==> config.mk <==
export PLATFORM = sky130hd
export DESIGN_NAME = alu_seq_ctrl
export DESIGN_NICKNAME = d
export VERILOG_FILES = /design/src/rtl/alu_seq_ctrl.sv
export SDC_FILE = /design/constraint.sdc
export NUM_CORES = 1
export LEC_CHECK = 0
export BUFFER_PORTS_ARGS = -buffer_cell sky130_fd_sc_hd__buf_4
export CAP_MARGIN = 20
export CORE_MARGIN = 3
export CORE_UTILIZATION = 47
export DETAILED_ROUTE_END_ITERATION = 6
export GPL_TIMING_DRIVEN = 0
export PLACE_DENSITY = 0.76
export SLEW_MARGIN = 0
export SYNTH_ARGS = -nofsm -noshare
export SYNTH_HDL_FRONTEND = slang
export SYNTH_SLANG_ARGS = --single-unit
==> constraint.sdc <==
create_clock -name clk -period 1.44 [get_ports clk]
set_input_delay 0.144 -clock clk [delete_from_list [all_inputs] [get_ports clk]]
set_output_delay 0.144 -clock clk [all_outputs]
set_load 0.05 [all_outputs]
==> src/rtl/alu_seq_ctrl.sv <==
// alu_seq_ctrl: multi-precision sequencer driving a 4-bit ALU one nibble per cycle, LSB first
//   params : NIBBLES - operand width in nibbles (1..8), W = 4*NIBBLES
//   cmd    : cmd_valid/cmd_ready handshake, cmd_op (alu_4b S encoding, 111 illegal), cmd_a, cmd_b
//   res    : res_valid/res_ready handshake, res_data, res_cout, res_err, res_zero
//   alu    : alu_a, alu_b, alu_s, alu_cin out to alu_4b; alu_f, alu_cout back in the same cycle
//   macro  : ALU_SEQ_ZFLAG_EN builds the res_zero detector; otherwise res_zero is tied to 0
module alu_seq_ctrl #(
    parameter int NIBBLES = 4
) (
    input  logic                 clk,
    input  logic                 rst_n,
    input  logic                 cmd_valid,
    output logic                 cmd_ready,
    input  logic [2:0]           cmd_op,
    input  logic [4*NIBBLES-1:0] cmd_a,
    input  logic [4*NIBBLES-1:0] cmd_b,
    output logic                 res_valid,
    input  logic                 res_ready,
    output logic [4*NIBBLES-1:0] res_data,
    output logic                 res_cout,
    output logic                 res_err,
    output logic                 res_zero,
    output logic [3:0]           alu_a,
    output logic [3:0]           alu_b,
    output logic [2:0]           alu_s,
    output logic                 alu_cin,
    input  logic [3:0]           alu_f,
    input  logic                 alu_cout
);
    localparam int W = 4 * NIBBLES;
    typedef enum logic [1:0] {IDLE, EXEC, DONE} state_t;
    state_t       state;
    logic [W-1:0] a_r, b_r, data_nx;
    logic [3:0]   idx;
    logic         arith, last, carry_nx;
    // alu_s holds the latched opcode for the whole EXEC phase; alu_cin is the carry register
    always_comb begin
        arith    = alu_s == 3'b001 || alu_s == 3'b010;
        last     = idx == 4'(NIBBLES - 1);
        carry_nx = arith && alu_cout;
        data_nx  = (res_data >> 4) | (W'(alu_f) << (W - 4));
    end
    // result nibbles enter at the top and shift down, so nibble 0 lands at the bottom after NIBBLES steps
    always_ff @(posedge clk or negedge rst_n) begin
        if (!rst_n) begin
            state     <= IDLE;
            cmd_ready <= 1'b1;
            res_valid <= 1'b0;
            res_data  <= '0;
            res_cout  <= 1'b0;
            res_err   <= 1'b0;
            a_r       <= '0;
            b_r       <= '0;
            idx       <= '0;
            alu_a     <= '0;
            alu_b     <= '0;
            alu_s     <= '0;
            alu_cin   <= 1'b0;
        end else begin
            case (state)
                IDLE: if (cmd_valid) begin
                    res_data  <= '0;
                    res_cout  <= 1'b0;
                    idx       <= '0;
                    cmd_ready <= 1'b0;
                    if (cmd_op == 3'b111) begin
                        res_err   <= 1'b1;
                        res_valid <= 1'b1;
                        state     <= DONE;
                    end else begin
                        res_err <= 1'b0;
                        alu_a   <= cmd_a[3:0];
                        alu_b   <= cmd_b[3:0];
                        alu_s   <= cmd_op;
                        alu_cin <= cmd_op == 3'b010;
                        a_r     <= cmd_a >> 4;
                        b_r     <= cmd_b >> 4;
                        state   <= EXEC;
                    end
                end
                EXEC: begin
                    res_data <= data_nx;
                    idx      <= idx + 4'd1;
                    alu_a    <= last ? 4'd0 : a_r[3:0];
                    alu_b    <= last ? 4'd0 : b_r[3:0];
                    alu_s    <= last ? 3'd0 : alu_s;
                    alu_cin  <= last ? 1'b0 : carry_nx;
                    a_r      <= a_r >> 4;
                    b_r      <= b_r >> 4;
                    if (last) begin
                        res_cout  <= carry_nx;
                        res_valid <= 1'b1;
                        state     <= DONE;
                    end
                end
                DONE: if (res_ready) begin
                    res_valid <= 1'b0;
                    cmd_ready <= 1'b1;
                    state     <= IDLE;
                end
                default: begin
                    state     <= IDLE;
                    cmd_ready <= 1'b1;
                    res_valid <= 1'b0;
                end
            endcase
        end
    end
`ifdef ALU_SEQ_ZFLAG_EN
    always_ff @(posedge clk or negedge rst_n) begin
        if (!rst_n)
            res_zero <= 1'b0;
        else if (state == IDLE && cmd_valid)
            res_zero <= 1'b0;
        else if (state == EXEC && last)
            res_zero <= data_nx == '0;
    end
`else
    assign res_zero = 1'b0;
`endif
endmodule

After elaboration in Yosys (flattened, before gate mapping)

Cells that the tools add are included.

$add $sub $neg: 1
Multiply operators: 0
Div/mod/pow operators: 0
$lt $le $gt $ge: 0
Equality and inequality tests: 12
Shift-type cells: 0
Muxes and demuxes: 42
Bitwise logic cells: 2
Reductions and logical operators: 12

Operators with widths:

| operator                                             | count |
|---|---|
| one-hot mux 16 bit (2 select lines)                  | 3 |
| two-way mux 16 bit                                   | 5 |
| two-way mux 4 bit                                    | 7 |
| one-hot mux 4 bit (2 select lines)                   | 3 |
| bitwise OR 12 x 16 -> 16 bit                         | 1 |
| AND reduction 3 bit                                  | 4 |
| two-way mux 1 bit                                    | 11 |
| != test 2 bit (second input constant)                | 5 |
| two-way mux 3 bit                                    | 3 |
| two-way mux 2 bit                                    | 4 |
| AND reduction 4 bit                                  | 2 |
| equality test 3 x 2 -> 1 bit (second input constant) | 2 |
| one-hot mux 1 bit (3 select lines)                   | 2 |
| one-hot mux 2 bit (3 select lines)                   | 1 |
| one-hot mux 3 bit (2 select lines)                   | 1 |
| adder 4 x 1 -> 4 bit (second input constant)         | 1 |
| equality test 4 x 2 -> 1 bit (second input constant) | 1 |
| one-hot mux 1 bit (2 select lines)                   | 2 |
| AND reduction 2 bit                                  | 2 |
| equality test 3 x 1 -> 1 bit (second input constant) | 1 |
| equality test 3 bit (second input constant)          | 1 |
| equality test 2 x 1 -> 1 bit (second input constant) | 1 |
| equality test 2 bit (second input constant)          | 1 |
| zero test 2 bit                                      | 1 |
| 4 further kinds                                      | 4 |

Flip-flop bits (word level): 70
Bits in latches: 0
Bits in writable memories: 0
ROM bits: 0
Bits of input ports: 44
Memories: 0

Longest topological paths before layout

Gate-level depths: netlist of the first run.

Depth in word-level cells: 5
Gate-level depth with buffers: 6
Depth with buffers taken out: 4

Least setup slack after synthesis of the first run

No wires, ideal clock.

Path type: register to register
Start point: register idx[0]
End point: register alu_s[0]
Arrival time: 1.453 ns
Slack: -0.138 ns
Cell stages (with the launch flop): 6
Path buffers: 1
Cells stage by stage: dfrtp_1 -> ha_1 -> or3b_1 -> buf_6 -> a2bb2oi_4 -> mux2_4

Word-level cells in the longest chain between the ends: 3

Ends and longest elaborated chain:

| what                          | line | source |
|---|---|---|
| start, declared               | 34   | `logic [3:0] idx;` |
| start signal, assigned        | 83   | `idx <= idx + 4'd1;` |
| equality test 4 x 2 -> 1 bit  | 39   | `last = idx == 4'(NIBBLES - 1);` |
| != test 2 bit (no line)       | n/a  |  |
| AND reduction 4 bit (no line) | n/a  |  |
| end signal, assigned          | 74   | `alu_s <= cmd_op;` |
| end signal, assigned          | 86   | `alu_s <= last ? 3'd0 : alu_s;` |
| end, declared                 | 25   | `output logic [2:0] alu_s,` |

No other way between the ends.
A chain may end at the register's enable or synchronous reset.

Worst setup path after layout of the first run

Start point: register idx[0]
End point: register alu_s[2]

The elaborated chain is that of the path after synthesis.

==> impl_results.html, run 1 <==
<table>
<tr><th>Metric</th><th>Value</th></tr>
<tr><th colspan="2">Run status</th></tr>
<tr><td>Run status</td><td>finished, violations left</td></tr>
<tr><td>Failing checks</td><td>negative setup slack</td></tr>
<tr><th colspan="2">Layout</th></tr>
<tr><td>Post-route cell area</td><td>3870 µm²</td></tr>
<tr><td>Area delta synth-&gt;final</td><td>36.0%</td></tr>
<tr><td>Fillers</td><td>435</td></tr>
<tr><td>Most frequent cells in the layout</td><td>buf_4 (91), dfrtp_1 (61), o21ai_0 (39)</td></tr>
<tr><td>End-of-flow core utilization</td><td>0.682</td></tr>
<tr><td>Antenna diode instance count</td><td>0</td></tr>
<tr><td>Fraction of layout instances using a drive strength above 1</td><td>0.394</td></tr>
<tr><td>Leading cell type in the layout, fill and taps excluded</td><td>buf_4</td></tr>
<tr><td>Nets</td><td>408</td></tr>
<tr><th colspan="2">Timing</th></tr>
<tr><td>Setup-failing EPs final</td><td>35</td></tr>
<tr><td>Minimum clock period</td><td>1620 ps</td></tr>
<tr><td>Worst hold slack across all endpoints</td><td>22.6 ps</td></tr>
<tr><td>Part of the cycle the worst path needs</td><td>1.13</td></tr>
<tr><td>Worst Setup Slack, final</td><td>-182 ps</td></tr>
<tr><td>Worst-Margin Slew</td><td>780 ps</td></tr>
<tr><td>Layout Skew</td><td>5.91 ps</td></tr>
<tr><td>Unrepaired setup endpoints after global routing</td><td>true</td></tr>
<tr><td>Number of slew-limit violations in the final report</td><td>0</td></tr>
<tr><td>Slew headroom</td><td>0.480</td></tr>
<tr><td>Maximum clock frequency</td><td>617 MHz</td></tr>
<tr><td>Fin. Hold Viols</td><td>0</td></tr>
<tr><th colspan="2">Setup path</th></tr>
<tr><td>Critical path buffers and inverters</td><td>1</td></tr>
<tr><td>Arr. time, crit path</td><td>1850 ps</td></tr>
<tr><td>Data required time of the critical path</td><td>1660 ps</td></tr>
<tr><td>Worst Path Max Fanout</td><td>4</td></tr>
<tr><td>Type of element launching the critical path</td><td>flop</td></tr>
<tr><td>Class of the most critical setup path</td><td>reg -&gt; reg</td></tr>
<tr><td>Critical Path End Type</td><td>flop</td></tr>
<tr><td>Critical Path, Cell by Cell</td><td>ha_2 -&gt; or3b_1 -&gt; buf_6 -&gt; a2bb2oi_4 -&gt; mux2_4</td></tr>
<tr><td>Largest delay contributor family on the critical path</td><td>flip-flops</td></tr>
<tr><td>Slowest-stage cell, CP</td><td>dfrtp_1</td></tr>
<tr><td>Crit path largest cell delay</td><td>360 ps</td></tr>
<tr><td>Setup slack, reg-to-reg</td><td>-180 ps</td></tr>
<tr><th colspan="2">Clock tree</th></tr>
<tr><td>Clock Sinks</td><td>62</td></tr>
<tr><td>CTS tree</td><td>yes</td></tr>
<tr><td>Cell at the root of the clock tree</td><td>clkbuf_8</td></tr>
<tr><td>Deepest clock path buffer count</td><td>2</td></tr>
<tr><td>CTS H-Tree Depth</td><td>3</td></tr>
<tr><td>Clock Latency Late Sink</td><td>340 ps</td></tr>
<tr><td>Clock slew at the register clock pins of the worst setup and hold paths</td><td>70 ps</td></tr>
<tr><td>Cts bufs inserted</td><td>9</td></tr>
<tr><th colspan="2">Placed design</th></tr>
<tr><td>Setup WS pre-CTS</td><td>-236 ps</td></tr>
<tr><td>Placed wire-length estimate</td><td>4870 µm</td></tr>
<tr><td>Final weighted congestion of routability-driven global placement</td><td>0.775</td></tr>
<tr><td>Post-DP Area</td><td>3500 µm²</td></tr>
<tr><td>Number of I/O port buffers</td><td>75</td></tr>
<tr><th colspan="2">Floorplan</th></tr>
<tr><td>I/O Pins</td><td>77</td></tr>
<tr><td>Height of the die</td><td>83.8 µm</td></tr>
<tr><td>Overall die width</td><td>83.8 µm</td></tr>
<tr><td>Total number of placement rows</td><td>27</td></tr>
<tr><td>Core ar.</td><td>5680 µm²</td></tr>
<tr><td>Effective utilization at floorplan</td><td>0.502</td></tr>
<tr><td>Area of the die</td><td>7030 µm²</td></tr>
<tr><th colspan="2">Detailed routing</th></tr>
<tr><td>Antenna-violating nets left</td><td>0</td></tr>
<tr><td>Initial DRC count</td><td>215</td></tr>
<tr><td>DR WL/cell</td><td>16.3 µm</td></tr>
<tr><td>Vias post-DR</td><td>2442</td></tr>
<tr><td>Detailed-route wire length</td><td>7180 µm</td></tr>
<tr><td>Vias per cell</td><td>5.55</td></tr>
<tr><td>DRT Pass-1 Iters</td><td>4</td></tr>
<tr><td>Detailed-route DRC error count</td><td>0</td></tr>
<tr><th colspan="2">Logic synthesis</th></tr>
<tr><td>Cell count after synthesis</td><td>263</td></tr>
<tr><td>Flip-flop and latch count after synthesis</td><td>62</td></tr>
<tr><td>Cell Area, Synth</td><td>2850 µm²</td></tr>
<tr><td>Yosys warnings</td><td>0</td></tr>
<tr><td>Sequential element share of the synthesized area</td><td>0.545</td></tr>
<tr><td>Count of cell types in the netlist</td><td>39</td></tr>
<tr><td>Average footprint of a synthesized cell</td><td>10.8 µm²</td></tr>
<tr><td>Net Count, Synth</td><td>308</td></tr>
<tr><th colspan="2">Flow run</th></tr>
<tr><td>Max-cap violations</td><td>0</td></tr>
<tr><th colspan="2">GRT</th></tr>
<tr><td>Vias in the first global route</td><td>2463</td></tr>
<tr><td>Number of antenna violations at the first check in global routing</td><td>0</td></tr>
<tr><td>Global route total overflow</td><td>0</td></tr>
<tr><td>Largest net degree at the start of global routing</td><td>63</td></tr>
<tr><td>Wire length of the first global-routing pass</td><td>12000 µm</td></tr>
<tr><td>Overall routing resource usage</td><td>0.213</td></tr>
<tr><th colspan="2">Hold path</th></tr>
<tr><td>Hold crit path type</td><td>in -&gt; reg</td></tr>
<tr><th colspan="2">Power and ir drop</th></tr>
<tr><td>Combinational group share of total power</td><td>0.562</td></tr>
<tr><td>Power per cell area</td><td>2530 nW/µm²</td></tr>
<tr><td>Clock power frac</td><td>0.132</td></tr>
<tr><td>Maximum vdd drop</td><td>0.00124 V</td></tr>
<tr><td>Switching share of power</td><td>0.457</td></tr>
<tr><td>Net Switching</td><td>4.47 mW</td></tr>
<tr><td>Static Leakage</td><td>1.90 nW</td></tr>
<tr><td>Proportion of power drawn by flip-flops and latches</td><td>0.306</td></tr>
<tr><td>P_int</td><td>5.31 mW</td></tr>
<tr><td>Total design power</td><td>9.78 mW</td></tr>
</table>
[metrics by stage]
stage	std cells	TNS, ps
floorplan	263	-756
global placement	410	-6900
detailed placement	410	-7610
CTS	434	-2280
global route	440	-4750
finish	440	-2500
[worst paths after layout]
path                                  startpoint                        to  cells past startpoint
max reg2reg                   idx[0]$_DFFE_PN0P_      alu_s[2]$_DFFE_PN0P_                      5
min                                     alu_f[2]  res_data[14]$_DFFE_PN0P_                      2
max                           idx[0]$_DFFE_PN0P_      alu_s[2]$_DFFE_PN0P_                      5
min in group asynchronous                  rst_n     res_valid$_DFFE_PN0P_                      2
max in group asynchronous                  rst_n        a_r[1]$_DFFE_PN0P_                      2
min reg2reg                res_valid$_DFFE_PN0P_     res_valid$_DFFE_PN0P_                      2
[layout make-up]
type,count,area [µm²],share of cell area
inverter,3,11.3,0.00291
tap,72,90.1,0.0233
timing repair buffer,88,667,0.172
multi-input combinational,177,1220,0.314
buffer,22,169,0.0436
sequential,62,1550,0.401
clock buffer,9,124,0.0320
clock inverter,7,41.3,0.0107
[cell families after synthesis]
family,Yosys count,synth area share
AOI/OAI and AO/OA,101,0.224
DFF,62,0.545
and+or+nand+nor,52,0.0975
buffers and inverters,25,0.0483
muxes,20,0.0760
adders and majority gates,1,0.00439
other,1,0.00132
xor gates and xnor gates,1,0.00308
[synthesized netlist by cell type]
| library cell | count | area, µm² |
|---|---|---|
| or3b_1 | 1 | 8.76 |
| xor2_1 | 1 | 8.76 |
| o21ai_0 | 43 | 215 |
| a21oi_1 | 13 | 65.1 |
| buf_6 | 2 | 22.5 |
| o21ai_1 | 9 | 45.0 |
| nand3_1 | 11 | 55.1 |
| nor2b_1 | 7 | 43.8 |
| inv_1 | 3 | 11.3 |
| nand2b_1 | 1 | 6.26 |
| nor3b_1 | 1 | 7.51 |
| nor2_1 | 2 | 7.51 |
| buf_4 | 4 | 30.0 |
| dfrtp_1 | 61 | 1530 |
| and3_1 | 1 | 6.26 |
| a2bb2oi_4 | 1 | 26.3 |
| buf_2 | 9 | 45.0 |
| o21ba_2 | 1 | 10.0 |
| nand4_1 | 1 | 6.26 |
| mux2_2 | 1 | 11.3 |
| a22o_1 | 18 | 158 |
| nor3b_4 | 1 | 18.8 |
| nor2_2 | 1 | 6.26 |
| o22ai_1 | 2 | 12.5 |
| conb_1 | 1 | 3.75 |
| mux2_4 | 3 | 45.0 |
| clkbuf_1 | 5 | 18.8 |
| ha_1 | 1 | 12.5 |
| nand2_1 | 23 | 86.3 |
| a31oi_1 | 10 | 62.6 |
| nand4b_2 | 1 | 15.0 |
| dfstp_2 | 1 | 26.3 |
| and4b_1 | 1 | 10.0 |
| mux2i_1 | 16 | 160 |
| o21bai_2 | 1 | 11.3 |
| clkbuf_2 | 2 | 10.0 |
| o22a_1 | 1 | 8.76 |
| a21o_1 | 1 | 7.51 |
| o32ai_2 | 1 | 16.3 |
[power by group through the flow]
stage,Sequential (mW),Clock [mW],Combinational [mW]
floorplan,4.17,0,2.42
global placement,2.98,0,4.94
detailed placement,3.01,0,5.01
CTS,2.98,1.32,5.32
global route,3.08,1.41,5.91
finish,2.99,1.29,5.50
[sequential cells by signal, summed over array words and instances, names as in the netlist]
name	flops
b_r	12
alu_cin	1
a_r	12
alu_s	3
alu_a	4
res_valid	1
res_data	16
idx	4
res_err	1
alu_b	4
res_cout	1
cmd_ready	1
state	2
[per-layer routing]
layer | track usage | vias up | routed length, µm
met5 | 0 | - | 0
met4 | 0.105 | 0 | 192
met3 | 0.0563 | 15 | 492
met2 | 0.320 | 84 | 3510
met1 | 0.284 | 1191 | 2990
li1 | - | 1152 | -
[repair_timing]
action,4_1_cts,5_1_grt
cloned,0,1
endpoints found under the setup margin,57,56
endpoints found under the hold margin,61,0
pin swaps,5,5
buffers inserted,7,5
gates resized for setup,18,20
hold buffers,1,0
(Power assumes the default switching activity.)
==> run 2, diff against run 1 <==
- CORE_UTILIZATION: 47 -> 55
- PLACE_DENSITY: 0.76 -> 0.83
- SETUP_SLACK_MARGIN: unset -> 0.1
- clock period: 1.44 -> 1.9 ns (I/O delays scaled with it)
==> impl_results.html, run 2 (synthesis gave the netlist of run 1 again) <==
<table>
<tr><th>Metric</th><th>Value</th></tr>
<tr><th colspan="2">Run status</th></tr>
<tr><td>Run status</td><td>completed</td></tr>
<tr><th colspan="2">Setup path</th></tr>
<tr><td>Critical Path, Cell by Cell</td><td>ha_1 -&gt; or3b_1 -&gt; buf_6 -&gt; buf_2 -&gt; a21oi_2 -&gt; o32ai_2</td></tr>
<tr><td>Worst Path Max Fanout</td><td>10</td></tr>
<tr><td>Slowest-stage cell, CP</td><td>dfrtp_1</td></tr>
<tr><td>Crit path largest cell delay</td><td>390 ps</td></tr>
<tr><td>Critical Path Stages</td><td>6</td></tr>
<tr><td>Critical path buffers and inverters</td><td>2</td></tr>
<tr><td>Cell depth of the worst flop-to-flop path</td><td>6</td></tr>
<tr><td>Startpoint of the worst-slack reg-to-reg timing path</td><td>idx[0]$_DFFE_PN0P_</td></tr>
<tr><td>Type of element launching the critical path</td><td>flop</td></tr>
<tr><td>Startpoint of the worst setup timing path</td><td>idx[0]$_DFFE_PN0P_</td></tr>
<tr><td>Data required time of the critical path</td><td>2120 ps</td></tr>
<tr><td>Class of the most critical setup path</td><td>reg -&gt; reg</td></tr>
<tr><td>Largest delay contributor family on the critical path</td><td>flip-flops</td></tr>
<tr><td>Arr. time, crit path</td><td>1890 ps</td></tr>
<tr><td>Setup slack, reg-to-reg</td><td>230 ps</td></tr>
<tr><td>Worst setup path endpoint</td><td>res_cout$_DFFE_PN0P_</td></tr>
<tr><td>Critical Path End Type</td><td>flop</td></tr>
<tr><td>Worst r2r dst</td><td>res_cout$_DFFE_PN0P_</td></tr>
<tr><th colspan="2">Layout</th></tr>
<tr><td>Fraction of layout instances using a drive strength above 1</td><td>0.338</td></tr>
<tr><td>Register containing the most flip-flops in the final layout</td><td>res_data</td></tr>
<tr><td>End-of-flow core utilization</td><td>0.758</td></tr>
<tr><td>Nets</td><td>395</td></tr>
<tr><td>Top Registers</td><td>res_data: 16 flops, a_r: 12 flops, b_r: 12 flops</td></tr>
<tr><td>Area delta synth-&gt;final</td><td>29.1%</td></tr>
<tr><td>Non-filler cells in the finished layout</td><td>422</td></tr>
<tr><td>Post-route cell area</td><td>3680 µm²</td></tr>
<tr><td>Max reg flops</td><td>16</td></tr>
<tr><td>Antenna diode instance count</td><td>0</td></tr>
<tr><td>Most frequent cells in the layout</td><td>buf_4 (79), dfrtp_1 (61), o21ai_0 (43)</td></tr>
<tr><td>Leading cell type in the layout, fill and taps excluded</td><td>buf_4</td></tr>
<tr><th colspan="2">Timing</th></tr>
<tr><td>Worst hold slack across all endpoints</td><td>69.1 ps</td></tr>
<tr><td>Part of the cycle the worst path needs</td><td>0.881</td></tr>
<tr><td>Worst Setup Slack, final</td><td>225 ps</td></tr>
<tr><td>Worst-Margin Slew</td><td>770 ps</td></tr>
<tr><td>Maximum clock frequency</td><td>597 MHz</td></tr>
<tr><td>Unrepaired setup endpoints after global routing</td><td>false</td></tr>
<tr><td>Slew headroom</td><td>0.486</td></tr>
<tr><td>Minimum clock period</td><td>1670 ps</td></tr>
<tr><td>Fin. Hold Viols</td><td>0</td></tr>
<tr><td>Setup-failing EPs final</td><td>0</td></tr>
<tr><td>Sum Neg Setup Slack</td><td>0 ps</td></tr>
<tr><td>Number of slew-limit violations in the final report</td><td>0</td></tr>
<tr><td>Layout Skew</td><td>8.25 ps</td></tr>
<tr><th colspan="2">GRT</th></tr>
<tr><td>Wire length of the first global-routing pass</td><td>11300 µm</td></tr>
<tr><td>Global route total overflow</td><td>0</td></tr>
<tr><td>Largest net degree at the start of global routing</td><td>63</td></tr>
<tr><td>Vias in the first global route</td><td>2302</td></tr>
<tr><td>Number of antenna violations at the first check in global routing</td><td>0</td></tr>
<tr><td>Overall routing resource usage</td><td>0.242</td></tr>
<tr><th colspan="2">Placed design</th></tr>
<tr><td>Final weighted congestion of routability-driven global placement</td><td>0.799</td></tr>
<tr><td>Setup WS pre-CTS</td><td>170 ps</td></tr>
<tr><td>Placed cell count</td><td>405</td></tr>
<tr><td>Number of I/O port buffers</td><td>75</td></tr>
<tr><td>Post-DP Area</td><td>3490 µm²</td></tr>
<tr><td>Placed wire-length estimate</td><td>4830 µm</td></tr>
<tr><th colspan="2">Clock tree</th></tr>
<tr><td>Deepest clock path buffer count</td><td>2</td></tr>
<tr><td>Clock Latency Late Sink</td><td>340 ps</td></tr>
<tr><td>CTS H-Tree Depth</td><td>3</td></tr>
<tr><td>Cts bufs inserted</td><td>9</td></tr>
<tr><td>Clock Sinks</td><td>62</td></tr>
<tr><td>Number of buffers inserted by post-CTS setup repair</td><td>0</td></tr>
<tr><td>CTS tree</td><td>yes</td></tr>
<tr><td>Clock slew at the register clock pins of the worst setup and hold paths</td><td>70 ps</td></tr>
<tr><td>Cell at the root of the clock tree</td><td>clkbuf_8</td></tr>
<tr><th colspan="2">Power and ir drop</th></tr>
<tr><td>Combinational group share of total power</td><td>0.539</td></tr>
<tr><td>P_int</td><td>3.77 mW</td></tr>
<tr><td>Net Switching</td><td>3.27 mW</td></tr>
<tr><td>Power per cell area</td><td>1920 nW/µm²</td></tr>
<tr><td>Total design power</td><td>7.04 mW</td></tr>
<tr><td>Clock power frac</td><td>0.140</td></tr>
<tr><td>Static Leakage</td><td>1.79 nW</td></tr>
<tr><td>Proportion of power drawn by flip-flops and latches</td><td>0.321</td></tr>
<tr><td>Switching share of power</td><td>0.464</td></tr>
<tr><td>Maximum vdd drop</td><td>0.000870 V</td></tr>
<tr><th colspan="2">Detailed routing</th></tr>
<tr><td>Antenna-violating nets left</td><td>0</td></tr>
<tr><td>Vias post-DR</td><td>2349</td></tr>
<tr><td>DRT Pass-1 Iters</td><td>4</td></tr>
<tr><td>Initial DRC count</td><td>116</td></tr>
<tr><td>Detailed-route wire length</td><td>6660 µm</td></tr>
<tr><td>DR WL/cell</td><td>15.8 µm</td></tr>
<tr><td>Detailed-route DRC error count</td><td>0</td></tr>
<tr><td>Vias per cell</td><td>5.57</td></tr>
<tr><th colspan="2">Floorplan</th></tr>
<tr><td>Effective utilization at floorplan</td><td>0.587</td></tr>
<tr><td>Height of the die</td><td>78.0 µm</td></tr>
<tr><td>Total number of placement rows</td><td>25</td></tr>
<tr><td>Core ar.</td><td>4850 µm²</td></tr>
<tr><td>I/O Pins</td><td>77</td></tr>
<tr><td>Overall die width</td><td>78.0 µm</td></tr>
<tr><td>Area of the die</td><td>6080 µm²</td></tr>
<tr><th colspan="2">Flow run</th></tr>
<tr><td>Max-cap violations</td><td>0</td></tr>
<tr><th colspan="2">Hold path</th></tr>
<tr><td>Hold crit path type</td><td>in -&gt; reg</td></tr>
</table>
==> run 2: cell types whose count changed in the layout (fill, tap and decap cells not counted), sizes merged <==
cell,delta
buf,-11
clkbuf,+1
clkinv,-4
clkinvlp,+2
nor2,-1
==> run 2: worst min-delay path by stage <==
stage,startpoint,endpoint,slack [ps],depth (start not counted)
2_1_floorplan,rst_n,a_r[0]$_DFFE_PN0P_,-110,0
3_3_place_gp,rst_n,a_r[8]$_DFFE_PN0P_,310,1
3_5_place_dp,rst_n,a_r[11]$_DFFE_PN0P_,310,1
4_1_cts,alu_f[1],res_data[13]$_DFFE_PN0P_,60,2
5_1_grt,alu_f[0],res_data[12]$_DFFE_PN0P_,50,2
6_report,alu_f[1],res_data[13]$_DFFE_PN0P_,70,2
==> run 2: cell type report <==
cell class | count | area (µm²)
inverters | 3 | 11.3
clock inverters | 5 | 36.3
flip-flops and latches | 62 | 1550
fillers | 370 | 1170
multi-input cells | 176 | 1160
repair buffers | 76 | 573
clock buffers | 11 | 131
well taps | 67 | 83.8
plain buffers | 22 | 128
==> run 2: metal layers <==
layer	up-vias	wire, µm	track usage	part of all wire
li1	1123	-	-	-
met1	1140	2930	0.326	0.44
met2	82	3260	0.368	0.49
met3	4	424	0.0858	0.064
met4	0	45	0.0734	0.0068
met5	-	0	0	0
==> run 2: power by group through the flow <==
stage | sequential [mW] | combinational (mW) | clock (mW)
after CTS | 2.26 | 3.80 | 0.996
final | 2.26 | 3.80 | 0.988
after floorplan | 3.16 | 1.82 | 0
after detailed placement | 2.28 | 3.79 | 0
after global routing | 2.33 | 4.10 | 1.07
after global placement | 2.25 | 3.70 | 0
==> run 2: timing repair <==
item | CTS | global route
gates resized for setup | 0 | 3
hold buffers | 1 | 0
endpoints found under the hold margin | 61 | 0
setup endpoints to repair | 0 | 5
